--- src/rtl/ising_ctrl_pkg.sv ---
// Shared types for the Ising run sequencer: FSM state encoding and counter width.
// Helper converts a programmed cycle length to a down-counter load value (0 acts as 1).
package ising_ctrl_pkg;

    localparam int ST_W  = 3;
    localparam int CNT_W = 32;

    typedef enum logic [ST_W-1:0] {
        IDLE   = 3'd0,
        HOLD   = 3'd1,
        RUN    = 3'd2,
        SAMPLE = 3'd3,
        OUTPUT = 3'd4
    } state_t;

    function automatic logic [CNT_W-1:0] len_to_load(input logic [CNT_W-1:0] len);
        return (len == '0) ? '0 : len - CNT_W'(1);
    endfunction

endpackage

--- src/rtl/ising_run_ctrl_if.sv ---
// Host write bus, core write bus and result valid/ready port of the run sequencer.
// master = sequencer side, slave = host/core environment side.
interface ising_run_ctrl_if #(
    parameter int N     = 3,
    parameter int RUN_W = 16
);
    logic             host_wready;
    logic [31:0]      host_wr_addr;
    logic [31:0]      host_wdata;
    logic             core_wready;
    logic [31:0]      core_wr_addr;
    logic [31:0]      core_wdata;
    logic             res_valid;
    logic             res_ready;
    logic [N-1:0]     res_phase;
    logic [RUN_W-1:0] res_index;

    modport master (
        input  host_wready, host_wr_addr, host_wdata, res_ready,
        output core_wready, core_wr_addr, core_wdata,
        output res_valid, res_phase, res_index
    );

    modport slave (
        output host_wready, host_wr_addr, host_wdata, res_ready,
        input  core_wready, core_wr_addr, core_wdata,
        input  res_valid, res_phase, res_index
    );
endinterface

--- src/rtl/cycle_timer.sv ---
// Loadable 32-bit down-counter timing one sequencer phase; len 0 behaves as 1.
// expire is high in the len-th cycle after load; no backpressure, load has priority.
module cycle_timer
    import ising_ctrl_pkg::*;
(
    input  logic             clk,
    input  logic             rstn,
    input  logic             load,
    input  logic [CNT_W-1:0] len,
    output logic             expire
);

    logic [CNT_W-1:0] count;

    always_ff @(posedge clk or negedge rstn) begin
        if (!rstn) begin
            count <= '0;
        end else if (load) begin
            count <= len_to_load(len);
        end else if (count != '0) begin
            count <= count - CNT_W'(1);
        end
    end

    assign expire = (count == '0);

endmodule

--- src/rtl/ising_run_ctrl.sv ---
// Ising run sequencer: HOLD/RUN/SAMPLE per run, result out over valid/ready, N runs per batch.
// Result valid one cycle after the last SAMPLE cycle; res_ready low stalls in OUTPUT with payload held.
module ising_run_ctrl
    import ising_ctrl_pkg::*;
#(
    parameter int N     = 3,
    parameter int RUN_W = 16
) (
    input  logic              clk,
    input  logic              rstn,
    input  logic              start,
    input  logic              abort,
    input  logic [RUN_W-1:0]  num_runs,
    input  logic [CNT_W-1:0]  hold_cycles,
    input  logic [CNT_W-1:0]  run_cycles,
    input  logic [CNT_W-1:0]  sample_cycles,
    input  logic [N-1:0]      phase_in,
    output logic              ising_rstn,
    output logic              busy,
    output logic              done,
    output logic              aborted,
    output logic              wr_err,
    ising_run_ctrl_if.master  bus
);

    state_t           state, state_nxt;
    logic             tmr_load;
    logic [CNT_W-1:0] tmr_len;
    logic             tmr_expire;
    logic             cfg_load, capture, idx_clr, idx_inc, done_set, abort_set;
    logic [RUN_W-1:0] num_runs_q, run_idx, run_idx_nxt;
    logic [CNT_W-1:0] hold_q, run_q, sample_q;
    logic             is_idle;

    assign is_idle     = (state == IDLE);
    assign run_idx_nxt = run_idx + RUN_W'(1);

    cycle_timer u_timer (
        .clk    (clk),
        .rstn   (rstn),
        .load   (tmr_load),
        .len    (tmr_len),
        .expire (tmr_expire)
    );

    always_ff @(posedge clk or negedge rstn) begin
        if (!rstn) begin
            state <= IDLE;
        end else begin
            state <= state_nxt;
        end
    end

    always_comb begin
        state_nxt = state;
        tmr_load  = 1'b0;
        tmr_len   = hold_q;
        cfg_load  = 1'b0;
        capture   = 1'b0;
        idx_clr   = 1'b0;
        idx_inc   = 1'b0;
        done_set  = 1'b0;
        abort_set = 1'b0;
        case (state)
            IDLE: begin
                if (start) begin
                    cfg_load = 1'b1;
                    idx_clr  = 1'b1;
                    if (num_runs == '0) begin
                        done_set = 1'b1;
                    end else begin
                        state_nxt = HOLD;
                        tmr_load  = 1'b1;
                        tmr_len   = hold_cycles;
                    end
                end
            end
            HOLD: begin
                if (tmr_expire) begin
                    state_nxt = RUN;
                    tmr_load  = 1'b1;
                    tmr_len   = run_q;
                end
            end
            RUN: begin
                if (tmr_expire) begin
                    state_nxt = SAMPLE;
                    tmr_load  = 1'b1;
                    tmr_len   = sample_q;
                end
            end
            SAMPLE: begin
                if (tmr_expire) begin
                    state_nxt = OUTPUT;
                    capture   = 1'b1;
                end
            end
            OUTPUT: begin
                if (bus.res_ready) begin
                    idx_inc = 1'b1;
                    if (run_idx_nxt == num_runs_q) begin
                        state_nxt = IDLE;
                        done_set  = 1'b1;
                    end else begin
                        state_nxt = HOLD;
                        tmr_load  = 1'b1;
                        tmr_len   = hold_q;
                    end
                end
            end
            default: state_nxt = IDLE;
        endcase
        // Abort overrides everything, including a handshake completing this cycle.
        if (!is_idle && abort) begin
            state_nxt = IDLE;
            tmr_load  = 1'b0;
            capture   = 1'b0;
            idx_inc   = 1'b0;
            done_set  = 1'b0;
            abort_set = 1'b1;
        end
    end

    always_ff @(posedge clk or negedge rstn) begin
        if (!rstn) begin
            num_runs_q    <= '0;
            hold_q        <= '0;
            run_q         <= '0;
            sample_q      <= '0;
            run_idx       <= '0;
            bus.res_phase <= '0;
            bus.res_index <= '0;
            done          <= 1'b0;
            aborted       <= 1'b0;
            wr_err        <= 1'b0;
        end else begin
            done    <= done_set;
            aborted <= abort_set;
            if (cfg_load) begin
                num_runs_q <= num_runs;
                hold_q     <= hold_cycles;
                run_q      <= run_cycles;
                sample_q   <= sample_cycles;
            end
            if (idx_clr) begin
                run_idx <= '0;
            end else if (idx_inc) begin
                run_idx <= run_idx_nxt;
            end
            if (capture) begin
                bus.res_phase <= phase_in;
                bus.res_index <= run_idx;
            end
            if (cfg_load) begin
                wr_err <= 1'b0;
            end else if (!is_idle && bus.host_wready) begin
                wr_err <= 1'b1;
            end
        end
    end

    assign busy          = !is_idle;
    assign ising_rstn    = (state == RUN) || (state == SAMPLE) || (state == OUTPUT);
    assign bus.res_valid = (state == OUTPUT);

    // Writes reach the core only while the oscillators are held in reset.
    assign bus.core_wready  = is_idle && bus.host_wready;
    assign bus.core_wr_addr = bus.core_wready ? bus.host_wr_addr : '0;
    assign bus.core_wdata   = bus.core_wready ? bus.host_wdata   : '0;

endmodule

--- src/flat_wrapper.sv ---
// flat-port wrapper written by rule: the top's interface ports become plain ports
module ising_run_ctrl_flat import ising_ctrl_pkg::*;
#(
    parameter int N     = 3,
    parameter int RUN_W = 16
)
  (clk, rstn, start, abort, num_runs, hold_cycles, run_cycles, sample_cycles, phase_in, ising_rstn, busy, done, aborted, wr_err, bus_host_wready, bus_host_wr_addr, bus_host_wdata, bus_res_ready, bus_core_wready, bus_core_wr_addr, bus_core_wdata, bus_res_valid, bus_res_phase, bus_res_index);
  ising_run_ctrl_if #(.N(N), .RUN_W(RUN_W)) bus_i ();
  input  logic clk;
  input  logic rstn;
  input  logic start;
  input  logic abort;
  input  logic [RUN_W-1:0] num_runs;
  input  logic [CNT_W-1:0] hold_cycles;
  input  logic [CNT_W-1:0] run_cycles;
  input  logic [CNT_W-1:0] sample_cycles;
  input  logic [N-1:0] phase_in;
  output logic ising_rstn;
  output logic busy;
  output logic done;
  output logic aborted;
  output logic wr_err;
  input wire logic [$bits(bus_i.host_wready)-1:0] bus_host_wready;
  input wire logic [$bits(bus_i.host_wr_addr)-1:0] bus_host_wr_addr;
  input wire logic [$bits(bus_i.host_wdata)-1:0] bus_host_wdata;
  input wire logic [$bits(bus_i.res_ready)-1:0] bus_res_ready;
  output wire logic [$bits(bus_i.core_wready)-1:0] bus_core_wready;
  output wire logic [$bits(bus_i.core_wr_addr)-1:0] bus_core_wr_addr;
  output wire logic [$bits(bus_i.core_wdata)-1:0] bus_core_wdata;
  output wire logic [$bits(bus_i.res_valid)-1:0] bus_res_valid;
  output wire logic [$bits(bus_i.res_phase)-1:0] bus_res_phase;
  output wire logic [$bits(bus_i.res_index)-1:0] bus_res_index;
  assign bus_i.host_wready = bus_host_wready;
  assign bus_i.host_wr_addr = bus_host_wr_addr;
  assign bus_i.host_wdata = bus_host_wdata;
  assign bus_i.res_ready = bus_res_ready;
  assign bus_core_wready = bus_i.core_wready;
  assign bus_core_wr_addr = bus_i.core_wr_addr;
  assign bus_core_wdata = bus_i.core_wdata;
  assign bus_res_valid = bus_i.res_valid;
  assign bus_res_phase = bus_i.res_phase;
  assign bus_res_index = bus_i.res_index;
  ising_run_ctrl #(.N(N), .RUN_W(RUN_W)) u_core (.clk(clk), .rstn(rstn), .start(start), .abort(abort), .num_runs(num_runs), .hold_cycles(hold_cycles), .run_cycles(run_cycles), .sample_cycles(sample_cycles), .phase_in(phase_in), .ising_rstn(ising_rstn), .busy(busy), .done(done), .aborted(aborted), .wr_err(wr_err), .bus(bus_i));
endmodule
--- config.mk ---
export PLATFORM = sky130hd
export DESIGN_NAME = ising_run_ctrl_flat
export DESIGN_NICKNAME = d
export VERILOG_FILES = /design/src/rtl/ising_ctrl_pkg.sv /design/src/rtl/ising_run_ctrl_if.sv /design/src/rtl/cycle_timer.sv /design/src/rtl/ising_run_ctrl.sv /design/src/flat_wrapper.sv
export SDC_FILE = /design/constraint.sdc
export NUM_CORES = 1
export LEC_CHECK = 0
export ABC_AREA = 1
export BUFFER_PORTS_ARGS = -buffer_cell sky130_fd_sc_hd__clkbuf_2
export CORE_MARGIN = 4
export CORE_UTILIZATION = 50
export CTS_CLUSTER_SIZE = 8
export DETAILED_ROUTE_END_ITERATION = 16
export HOLD_SLACK_MARGIN = 0.12
export PLACE_DENSITY = 0.74
export SYNTH_ARGS = -nofsm -noshare
export SYNTH_HDL_FRONTEND = slang
export SYNTH_HIERARCHICAL = 1
export SYNTH_SLANG_ARGS = --single-unit
--- constraint.sdc ---
create_clock -name clk -period 6.12 [get_ports clk]
set_input_delay 0.918 -clock clk [delete_from_list [all_inputs] [get_ports clk]]
set_output_delay 0.918 -clock clk [all_outputs]
set_load 0.01 [all_outputs]
# After elaboration in Yosys (flattened, before gate mapping)
# Index checks and enable logic that the tools add are counted.
# Widths: inputs -> output; s select.
[totals]
reg_bits = 185
input_bits = 185
[op_classes]
addsub = 3
eq_ne = 11
mux = 44
n_reduce_logical = 16
[ops]
columns = ["op", "count"]
rows = [
  ["$mux 32", 9],
  ["$pmux 32 s3", 1],
  ["$logic_not 32->1", 2],
  ["$sub 32x1->32 const B", 2],
  ["$mux 16", 2],
  ["$reduce_bool 32->1", 1],
  ["$mux 1", 22],
  ["$mux 3", 7],
  ["$add 16x1->16 const B", 1],
  ["$eq 16x16->1", 1],
  ["$logic_not 16->1", 1],
  ["$pmux 3 s5", 1],
  ["$ne 3x1->1 const B", 3],
  ["$eq 3x2->1 const B", 2],
  ["$ne 3x3->1 const B", 2],
  ["$reduce_and 6->1", 1],
  ["$reduce_bool 2->1", 3],
  ["$eq 3x1->1 const B", 1],
  ["$eq 3x3->1 const B", 1],
  ["$logic_and 1x1->1", 3],
  ["$logic_not 3->1", 1],
  ["$ne 3x2->1 const B", 1],
  ["$pmux 1 s3", 1],
  ["$logic_or 1x1->1", 2],
  ["other kinds (3)", 3],
]

# Depth between registers and ports, before layout
[depth]
depth_word = 7
ltp_mapped = 26
depth_no_buf = 23

# Modules after synthesis
# The synthesis kept the hierarchy.
[by_module_without_submodules]
columns = ["mod", "n_inst", "cells_per_inst", "area_per_inst_um2", "seq_area_each_um2"]
rows = [
  ["ising_run_ctrl", 1, 1090, 7990.2, 3828.7],
  ["cycle_timer", 1, 564, 3428.3, 800.8],
]

# Worst setup path after synthesis
# No wires, ideal clock.
[synth_timing]
path_type = "register -> register"
from = "register u_core.u_timer.count[1]"
to = "register u_core.u_timer.count[1]"
t_arrival_ns = 2.929
required_ns = 6.003
slack_ns = 3.074
stages_incl_launch_ff = 26
cell_sequence = "dfrtp_1 -> inv_1 -> ha_1 -> nand2_1 -> nor4b_2 -> nand3_1 -> inv_1 -> clkbuf_1 -> nand2_1 -> nand2_1 -> inv_2 -> buf_6 -> nand2_1 -> o211ai_1 -> inv_1 -> ha_1 -> nand2_2 -> nor2_4 -> nand3_4 -> nor2_4 -> nor2_4 -> buf_6 -> nand2_2 -> nand2_1 -> nand2_1 -> nand2_1"
[synth_between]
elab_chain_len = 6
elab_cells_between_ends = 15
cone_classes = "2 x add/sub; 9 x mux; 4 x reduce/logical"
[synth_rtl]
columns = ["item", "line", "source"]
rows = [
  ["from (decl)", "cycle_timer.sv:13", "logic [CNT_W-1:0] count;"],
  ["from (signal assigned)", "cycle_timer.sv:19", "count <= len_to_load(len);"],
  ["from (signal assigned)", "cycle_timer.sv:21", "count <= count - CNT_W'(1);"],
  ["$logic_not 32->1 *", "cycle_timer.sv:25", "assign expire = (count == '0);"],
  ["net u_core.tmr_expire", "ising_run_ctrl.sv:29", "logic tmr_expire;"],
  ["$mux 32, on equally long branches", "ising_run_ctrl.sv:86, ising_run_ctrl.sv:79", ""],
  ["$pmux 32 s3 *", "ising_run_ctrl.sv:64", "case (state)"],
  ["net u_core.tmr_len[0]", "ising_run_ctrl.sv:28", "logic [CNT_W-1:0] tmr_len;"],
  ["$sub 32x1->32 / $logic_not 32->1 (equally long branches)", "ising_ctrl_pkg.sv:17", "return (len == '0) ? '0 : len - CNT_W'(1);"],
  ["$mux 32 *", "ising_ctrl_pkg.sv:17", ""],
  ["$mux 32 *", "cycle_timer.sv:18", "end else if (load) begin"],
]
# The timed path passes the listed nets; every way through them passes the cells marked *. The select of a mux whose other input is x is not followed.
# A chain may end at the register's enable or synchronous reset.

# Final worst setup path
[layout_timing]
from = "input port num_runs[1]"
to = "register u_core.u_timer.count[4]"
[layout_between]
elab_chain_len = 7
elab_cells_between_ends = 13
cone_classes = "1 x add/sub; 9 x mux; 3 x reduce/logical"
[layout_rtl]
columns = ["item", "line", "source"]
rows = [
  ["from (decl)", "flat_wrapper.sv:13", "input logic [RUN_W-1:0] num_runs;"],
  ["$logic_not 16->1 *", "ising_run_ctrl.sv:69", "if (num_runs == '0) begin"],
  ["$mux 32 *", "ising_run_ctrl.sv:69", ""],
  ["$mux 32 *", "ising_run_ctrl.sv:66", "if (start) begin"],
  ["$pmux 32 s3 *", "ising_run_ctrl.sv:64", ""],
  ["net u_core.tmr_len[0]", "ising_run_ctrl.sv:28", ""],
  ["$sub 32x1->32 / $logic_not 32->1 (equally long branches)", "ising_ctrl_pkg.sv:17", ""],
  ["$mux 32 *", "ising_ctrl_pkg.sv:17", ""],
  ["$mux 32 *", "cycle_timer.sv:18", ""],
]
# The timed path passes the listed nets; every way through them passes the cells marked *.

==> metrics.csv <==
stage,metric,value,unit
setup_path,cp-end-kind,flip-flop,
clock_tree,cts_buffers,17,
layout,n_fill_cell,2113,
synthesis,synthMuxAreaShare,0.2959,%
clock_tree,cts_resized,0,
synthesis,ys_types,43,
layout,final_nets,2081,
setup_path,worstPathMaxFanout,33,
clock_tree,cts.sinks,185,
sta,tightestPinTransition,1168,ps
clock_tree,cts_buffer_depth,2,
sta,max_freq,234.8,MHz
synthesis,synth_top_family_by_area,simple AND/OR/NAND/NOR gates,
clock_tree,path_clk_slew,80,ps
place,place_hpwl,25250,um
setup_path,r2r_end,u_core/u_timer/count[4]$_DFFE_PN0P_,
drt,wl_per_cell,15.22,um
sta,finalHoldViolCount,0,
floorplanning,start_util,50.59,%
layout,drive_gt1_share,21.31,%
floorplanning,die_width,159.1,um
setup_path,r2r_slack,1910,ps
synthesis,yosys.area.top_type,dfrtp_1,
clock_tree,cts_tree,done,
synthesis,synthCells,1654,
synthesis,synth_edf_count,0,
clock_tree,clkLatencyLatePin,440,ps
place,numPortBuffers,274,
global_routing,grt_antenna_before_repair,0,
global_routing,track_usage,25.89,%
synthesis,synth_top_area_share,40.54,%
global_routing,grt_pass1_vias,10550,
drt,dr.pass1.iters,5,
synthesis,synthSimpleGateAreaFrac,36.00,%
synthesis,synth_seq_cells,185,
sta,whs,474.6,ps
drt,drtIter0Drc,930,
global_routing,gr-total-overflow,0,
synthesis,async_flop_share,100.0,%
pwr,p_per_area,425.9,mW/mm^2
floorplanning,coreArea,0.02257,mm^2
clock_tree,cts_root_buf,clkbuf_16,
synthesis,yosysWarnings,6,
layout,area_growth,18.11,%
synthesis,netlist_area,0.01142,mm^2
setup_path,crit_type,in2reg,
synthesis,synth_area_per_cell,6.904,um^2
global_routing,grt_max_degree,186,
synthesis,synth-xor-area-share,1.611,%
synthesis,synth-seq-area-share,40.54,%
drt,routed_wl,33340,um
synthesis,yosys_most_used_dff,dfrtp_1,
clock_tree,h-tree-depth,4,
drt,dr_total_vias,11250,
pwr,leakage,0.007259,uW
pwr,p_total,5744,uW
synthesis,synth_area_leaders,"dfrtp_1, nand2_1, nor2_1",
setup_path,rr_startpoint,u_core/u_timer/count[1]$_DFFE_PN0P_,
min_path,min_to,u_core/sample_q[26]$_DFFE_PN0P_,
synthesis,syn-num-nets,1843,
min_path,min_path_type,reg2reg,
sta,final.setup.tns,0,ps
clock_tree,postCtsSetupRepairBufs,0,
layout,antenna_cells,0,
place,pre_cts_slack,1451,ps
min_path,worstHoldPathCells,2,
drt,ant_nets,0,
drt,drc,0,
synthesis,synth.most_common_cell,nand2_1,
outcome,status,completed,
run,cap_violations,0,
layout,fin_util,59.75,%
sta,skew,21.65,ps
sta,rsz0062_at_grt,false,
drt,vias_per_cell,5.136,
synthesis,synth_compound_area_share,11.48,%
min_path,hp-start,u_core/sample_q[26]$_DFFE_PN0P_,
global_routing,grt_pass1_wl,54070,um
setup_path,cp.required,6470,ps
floorplanning,core.rowCount,55,
setup_path,worst-endpoint-arrival,4610,ps
setup_path,cp-start-kind,primary input,
floorplanning,ios,275,
setup_path,startpoint,num_runs[1],
place,routabilityCongestion,0.9441,
floorplanning,die_y,159.1,um
setup_path,reg2reg_depth,15,
sta,setup_viol,0,
floorplanning,die_area,0.02532,mm^2
synthesis,synth-adder-area-share,0.4383,%
pwr,max-vdd-ir-drop,0.2340,mV
sta,fin_crit,4259,ps
synthesis,synth_commonest_cells,"nand2_1, nor2_1, inv_1, dfrtp_1, nand3_1",
sta,worst_slack,1861,ps
clock_tree,hold_buffers,0,
sta,slew_headroom,21.89,%
sta,min_period_over_period,69.59,%
sta,slew_viol_final,0,
==> metal layers <==
| metal | share of wire [%] | up-vias | track usage, % |
|---|---|---|---|
| li1 | - | 5660 | - |
| met4 | 2.7 | 0 | 8.481 |
| met1 | 47 | 5109 | 38.79 |
| met2 | 44 | 406 | 38.79 |
| met5 | 0 | - | 0 |
| met3 | 5.8 | 72 | 3.728 |
==> worst max path at each step <==
| stage | to | slack (ps) |
|---|---|---|
| after global routing | u_core/u_timer/count[28]$_DFFE_PN0P_ | 1450 |
| after detailed placement | u_core/u_timer/count[28]$_DFFE_PN0P_ | 1450 |
| after floorplan | u_core/u_timer/count[1]$_DFFE_PN0P_ | 3070 |
| after CTS | u_core/u_timer/count[4]$_DFFE_PN0P_ | 1900 |
| final | u_core/u_timer/count[4]$_DFFE_PN0P_ | 1860 |
| after global placement | u_core/u_timer/count[9]$_DFFE_PN0P_ | 1570 |
==> per-stage QoR <==
step,std cells,cell area [um^2]
final,2190,13490
after CTS,2190,13490
after floorplan,1654,11420
after global routing,2190,13490
after global placement,2158,12910
after detailed placement,2158,12910
==> cell usage in the layout (no fill, tap or decap), drive strengths merged, types with 32 or more instances in the layout <==
| cell type | count |
|---|---|
| nand3 | 93 |
| inv | 215 |
| a22o | 32 |
| clkbuf | 291 |
| a21oi | 36 |
| nor2 | 233 |
| dfrtp | 185 |
| nand2 | 595 |
| o21ai | 90 |
| o211ai | 32 |
==> final cells by class <==
class / count / area (um^2) / share of cell area, %
sequential: 185 / 4629 / 34.33
inverter: 209 / 785.8 / 5.826
clock buffer: 18 / 429.2 / 3.182
tap: 285 / 356.6 / 2.644
timing repair buffer: 280 / 1435 / 10.64
multi-input combinational: 1199 / 5699 / 42.26
clock inverter: 14 / 151.4 / 1.123
==> sequential cells by signal, indices dropped and copies added (netlist names), 3 cells and up <==
signal                flops
u_core/state              3
u_core/bus.res_index     16
u_core/sample_q          32
u_core/num_runs_q        16
u_core/run_q             32
u_core/u_timer/count     32
u_core/hold_q            32
u_core/run_idx           16
u_core/bus.res_phase      3
==> report_power, final <==
| part | internal, uW | switching [uW] | total, uW |
|---|---|---|---|
| combinational | 913 | 1740 | 2650 |
| clock | 548 | 543 | 1090 |
| sequential | 1680 | 317 | 2000 |
==> kinds of logic (layout without fill, tap and decap cells) <==
family / after synthesis / count (layout)
muxes: 3 / 3
and+or+nand+nor: 970 / 970
xor gates and xnor gates: 21 / 21
AOI/OAI and AO/OA: 201 / 201
DFF: 185 / 185
adders and majority gates: 4 / 4
buffers and inverters: 270 / 521
==> worst max-delay path: stages <==
cell,delay (ps)
clkbuf_2,90
nor4_1,280
and2_1,240
nand2_1,140
nand2_2,500
nand2_1,130
inv_2,450
nand2_1,100
o211ai_1,110
inv_1,140
ha_1,270
nand2_2,110
nor2_4,60
nand3_4,100
nor2_4,40
nor2_4,570
nand3_1,200
a21oi_2,160
Note: power is estimated with default switching activity, not from simulation.
